**src/rtl/uart_pkg.sv**
```systemverilog
// Shared UART definitions: receiver/transmitter state encoding and default bit timing.
// 100 MHz core clock at 115200 baud gives the default clocks-per-bit.
package uart_pkg;

    typedef enum logic [1:0] {
        IDLE  = 2'd0,
        START = 2'd1,
        DATA  = 2'd2,
        STOP  = 2'd3
    } uart_state_e;

    localparam int unsigned CLKS_PER_BIT_DEFAULT = 868;

endpackage

```
**src/rtl/sync_2ff.sv**
```systemverilog
// Two-flop synchronizer for one asynchronous bit, reset to RST_VAL.
// Latency 2 clk cycles, no backpressure.
module sync_2ff #(
    parameter logic RST_VAL = 1'b1
) (
    input  logic clk,
    input  logic rst,
    input  logic d,
    output logic q
);

    logic meta_q, meta_d;
    logic sync_q, sync_d;

    always_comb begin
        meta_d = d;
        sync_d = meta_q;
    end

    always_ff @(posedge clk) begin
        if (rst) begin
            meta_q <= RST_VAL;
            sync_q <= RST_VAL;
        end else begin
            meta_q <= meta_d;
            sync_q <= sync_d;
        end
    end

    assign q = sync_q;

endmodule

```
**src/rtl/uart_rx.sv**
```systemverilog
// 8N1 UART receiver with mid-bit sampling; rx_done/frame_err pulse one cycle after the stop sample.
// Start edge to rx_done is ~9.5 bit-times plus synchronizer delay; no backpressure, outputs are fire-and-forget.
module uart_rx
    import uart_pkg::*;
#(
    parameter int unsigned CLKS_PER_BIT = CLKS_PER_BIT_DEFAULT
) (
    input  logic       clk,
    input  logic       rst,
    input  logic       rx,
    output logic [7:0] rx_data,
    output logic       rx_done,
    output logic       frame_err,
    output logic       busy
);

    localparam int unsigned CW = $clog2(CLKS_PER_BIT);
    localparam logic [CW-1:0] CNT_MAX = CW'(CLKS_PER_BIT - 1);
    localparam logic [CW-1:0] CNT_MID = CW'((CLKS_PER_BIT - 1) / 2);

    logic rx_s;

    uart_state_e   state_q, state_d;
    logic [CW-1:0] cnt_q, cnt_d;
    logic [2:0]    idx_q, idx_d;
    logic [7:0]    shift_q, shift_d;
    logic [7:0]    data_q, data_d;
    logic          done_q, done_d;
    logic          ferr_q, ferr_d;
    logic          busy_q, busy_d;
    logic          hold_off_q, hold_off_d;
    logic [1:0]    sync_warm_q, sync_warm_d;

    sync_2ff #(.RST_VAL(1'b1)) u_sync (
        .clk (clk),
        .rst (rst),
        .d   (rx),
        .q   (rx_s)
    );

    // hold_off blocks new starts until the line is seen high; after reset the
    // synchronizer's preset 1s are not trusted until sync_warm has filled.
    always_comb begin
        state_d     = state_q;
        cnt_d       = cnt_q;
        idx_d       = idx_q;
        shift_d     = shift_q;
        data_d      = data_q;
        done_d      = 1'b0;
        ferr_d      = 1'b0;
        hold_off_d  = hold_off_q;
        sync_warm_d = {sync_warm_q[0], 1'b1};

        if (hold_off_q && rx_s && sync_warm_q[1]) begin
            hold_off_d = 1'b0;
        end

        case (state_q)
            IDLE: begin
                cnt_d = '0;
                if (!rx_s && !hold_off_q) begin
                    state_d = START;
                end
            end
            START: begin
                if (cnt_q == CNT_MID) begin
                    cnt_d = '0;
                    if (!rx_s) begin
                        idx_d   = 3'd0;
                        state_d = DATA;
                    end else begin
                        state_d = IDLE;
                    end
                end else begin
                    cnt_d = cnt_q + CW'(1);
                end
            end
            DATA: begin
                if (cnt_q == CNT_MAX) begin
                    cnt_d          = '0;
                    shift_d[idx_q] = rx_s;
                    if (idx_q == 3'd7) begin
                        state_d = STOP;
                    end else begin
                        idx_d = idx_q + 3'd1;
                    end
                end else begin
                    cnt_d = cnt_q + CW'(1);
                end
            end
            STOP: begin
                if (cnt_q == CNT_MAX) begin
                    cnt_d   = '0;
                    state_d = IDLE;
                    if (rx_s) begin
                        data_d = shift_q;
                        done_d = 1'b1;
                    end else begin
                        ferr_d     = 1'b1;
                        hold_off_d = 1'b1;
                    end
                end else begin
                    cnt_d = cnt_q + CW'(1);
                end
            end
            default: state_d = IDLE;
        endcase

        busy_d = (state_d != IDLE);
    end

    always_ff @(posedge clk) begin
        if (rst) begin
            state_q     <= IDLE;
            cnt_q       <= '0;
            idx_q       <= 3'd0;
            shift_q     <= 8'h00;
            data_q      <= 8'h00;
            done_q      <= 1'b0;
            ferr_q      <= 1'b0;
            busy_q      <= 1'b0;
            hold_off_q  <= 1'b1;
            sync_warm_q <= 2'b00;
        end else begin
            state_q     <= state_d;
            cnt_q       <= cnt_d;
            idx_q       <= idx_d;
            shift_q     <= shift_d;
            data_q      <= data_d;
            done_q      <= done_d;
            ferr_q      <= ferr_d;
            busy_q      <= busy_d;
            hold_off_q  <= hold_off_d;
            sync_warm_q <= sync_warm_d;
        end
    end

    assign rx_data   = data_q;
    assign rx_done   = done_q;
    assign frame_err = ferr_q;
    assign busy      = busy_q;

endmodule
```
**config.mk**
```make
export PLATFORM = sky130hd
export DESIGN_NAME = uart_rx
export DESIGN_NICKNAME = d
export VERILOG_FILES = /design/src/rtl/uart_pkg.sv /design/src/rtl/sync_2ff.sv /design/src/rtl/uart_rx.sv
export SDC_FILE = /design/constraint.sdc
export NUM_CORES = 1
export LEC_CHECK = 0
export ABC_AREA = 1
export CAP_MARGIN = 20
export CORE_AREA = 2 2 71 73
export DETAILED_ROUTE_END_ITERATION = 8
export DIE_AREA = 0 0 73 75
export PLACE_DENSITY = 0.59
export SLEW_MARGIN = 10
export SYNTH_ARGS = -nofsm -noshare
export SYNTH_HDL_FRONTEND = slang
export SYNTH_SLANG_ARGS = --single-unit
```
**constraint.sdc**
```tcl
create_clock -name clk -period 5.1 [get_ports clk]
set_clock_uncertainty 0.15 [all_clocks]
set_input_delay 0.765 -clock clk [delete_from_list [all_inputs] [get_ports clk]]
set_output_delay 0.765 -clock clk [all_outputs]
set_load 0.05 [all_outputs]
```
==> flow_metrics.py <==
metrics = {
    "run_status": {
        "outcome": "finished, final reports clean",
    },
    "critical_path": {
        "critPathMaxStageDelay_ns": 0.80,
        "path_delay_family": "buffers and inverters",
        "endpoint_kind": "output port",
        "critPathLaunchType": "flop",
        "crit_buf_inv": 1,
        "criticalPathCategory": "reg2out",
        "critPathMaxFanout": 2,
        "r2r_start": "cnt_q[0]",
        "crit_chain": "clkdlybuf4s50_1",
        "required_ns": 4.18,
        "r2r-end": "rx_data[3]",
        "arrival_ns": 1.42,
        "r2r_setup_slack_ns": 3.28,
        "rr_worst_depth": 8,
        "worst_path_max_delay_cell": "clkdlybuf4s50_1",
    },
    "global_route": {
        "grt_usage_pct": 13.5,
        "grt_overflow_total": 0,
        "grt_pass1_wl_um": 5740,
        "antenna_found_initial": 0,
        "grt_max_degree": 22,
        "grt_pass1_vias": 1297,
    },
    "synthesis": {
        "syn-num-nets": 252,
        "synth_edf_count": 0,
        "synth_area_leaders": "dfxtp_1 43%, inv_1 8.1%, nand2_1 7.5%, nor2_1 6.8%, nand3_1 5.5%",
        "async_reset_ff_share_pct": 0,
        "yosys_most_used_dff": "dfxtp_1",
        "yosys.area.top_type_share_pct": 43.1,
        "synthDistinctLibCells": 30,
        "synthCells": 245,
        "syn_avg_cell_area_um2": 7.39,
        "yosysSeqAreaShare_pct": 43.1,
        "synth_top_cell_by_area": "dfxtp_1",
        "syn_area_um2": 1810,
        "ys_ff_latch": 39,
        "yosysWarnings": 0,
    },
    "route": {
        "dr_total_vias": 1463,
        "ant_nets": 0,
        "wirelength_um": 3170,
        "viasPerCell": 4.64,
        "drc": 0,
        "drtIter0Drc": 56,
        "dr.pass1.iters": 4,
        "post_drt_wl_per_cell_um": 10.1,
    },
    "power": {
        "cellPowerDensity_nw_per_um2": 314,
        "p_leak_uw": 0.000827,
        "irDropWorstVdd_mv": 0.168,
    },
    "die": {
        "die_x_um": 73,
        "start_util_pct": 38.8,
        "ios": 14,
        "dieArea_um2": 5480,
        "rows": 25,
        "core-area_um2": 4660,
        "fp.dieH_um": 75,
    },
    "worst_hold_path": {
        "whs_endpoint": "u_sync.q",
        "hold_depth": 1,
        "hp-start": "u_sync.meta_q",
        "min_path_type": "reg2reg",
    },
    "placed_design": {
        "globalplace.congestion": 0.768,
        "hpwl_um": 2260,
        "portBuffers": 13,
        "place_inst": 307,
    },
    "layout": {
        "drive_above_1_share_pct": 11.5,
        "layout_common_cells": "39 x inv_1, 39 x dfxtp_1, 36 x nand2_1",
        "nets": 267,
        "fillers": 476,
        "multi_input_area_um2": 842,
        "ff_latch_area_um2": 781,
        "finalNonFillerCells": 315,
        "syn2layout_area_growth_pct": 16.8,
        "antenna_cells": 0,
    },
    "timing": {
        "worstMarginPinSlew_ns": 0.598,
        "setup_viol": 0,
        "fmax_mhz": 427,
        "setup_tns_ns": 0,
        "fin_crit_sh_pct": 45.9,
        "slew_headroom_pct": 60.1,
        "hold_violations": 0,
        "fin_crit_ns": 2.34,
        "drv_slew": 0,
        "rsz0062_at_grt": "false",
    },
    "clock_network": {
        "hold_buffers": 0,
        "clk_pin_slew_ns": 0.08,
        "htreeDepth": 2,
        "cts_tree": "yes",
        "clk_path_buf_depth": 2,
        "cts_sinks": 39,
        "clockRootBuffer": "clkbuf_8",
        "cts_resized": 0,
        "post_cts_buffers": 0,
        "clkLatencyLatePin_ns": 0.29,
        "cts_inserted_buffers": 5,
    },
    "flow_run": {
        "drv_cap": 0,
    },
}
## Yosys cell counts (4+ instances only)
library cell   n
inv_1         39
nand2_2        5
nor2_1        33
nor3_1         5
nand2_1       36
dfxtp_1       39
nand4_1        5
a21oi_1       17
o21ai_0       10
ha_1           4
nand3_1       20
## registers in the layout, indices dropped and copies added (netlist names)
name and count:
busy 1, cnt_q 10, frame_err 1, hold_off_q 1, idx_q 3, rx_data 8, rx_done 1, shift_q 8
state_q 2, sync_warm_q 2, u_sync.meta_q 1, u_sync.q 1
## cells by family after synthesis
kind of cell | after synthesis | synth area share (%)
AND/OR/NAND/NOR | 116 | 31.5
XOR/XNOR | 4 | 1.94
adder cells (fa/ha/maj) | 4 | 2.76
flip-flops | 39 | 43.1
AO/OA/AOI/OAI | 34 | 10.3
buffers and inverters | 48 | 10.4
## per-stage QoR
stage	total power (uW)	utilization, %	setup slack, ns	cell area [um^2]	hold slack (ns)
after floorplan	359	-	3.51	1810	0.238
after global placement	372	42.5	2.77	1980	0.248
after detailed placement	373	42.5	2.74	1980	0.250
after CTS	673	45.4	2.75	2110	0.269
after global routing	692	45.4	2.71	2110	0.294
final	664	45.4	2.76	2110	0.265
## power breakdown
group          internal [uW]  switching, uW  total, uW
logic                   14.5           32.3       46.8
clock network            196            104        299
registers                311           6.91        318
## how the worst max path moves through the flow
| stage | slack (ns) | cells after the start | to | from |
|---|---|---|---|---|
| 2_1_floorplan | 3.51 | 9 | rx_data[5] | cnt_q[0] |
| 3_3_place_gp | 2.77 | 4 | rx_data[7] | rst |
| 3_5_place_dp | 2.74 | 4 | rx_data[3] | rst |
| 4_1_cts | 2.75 | 1 | rx_data[7] | rx_data[7] |
| 5_1_grt | 2.71 | 1 | rx_data[7] | rx_data[7] |
| 6_report | 2.76 | 1 | rx_data[7] | rx_data[7] |
## area by class of cell
type / count / share of cell area, %
repair buffers: 13 / 6.15
clock inverters: 2 / 2.84
flip-flops and latches: 39 / 36.9
inverters: 43 / 7.63
clock buffers: 6 / 3.43
multi-input cells: 158 / 39.8
well taps: 54 / 3.20
## layer usage
layer | part of all wire, % | up-vias | global-route usage, %
li1 | - | 799 | -
met1 | 50 | 634 | 17.8
met2 | 44 | 26 | 21.2
met3 | 4.5 | 4 | 4.02
met4 | 1.1 | 0 | 4.94
met5 | 0 | - | 0
Power figures use the tool's default switching activity.
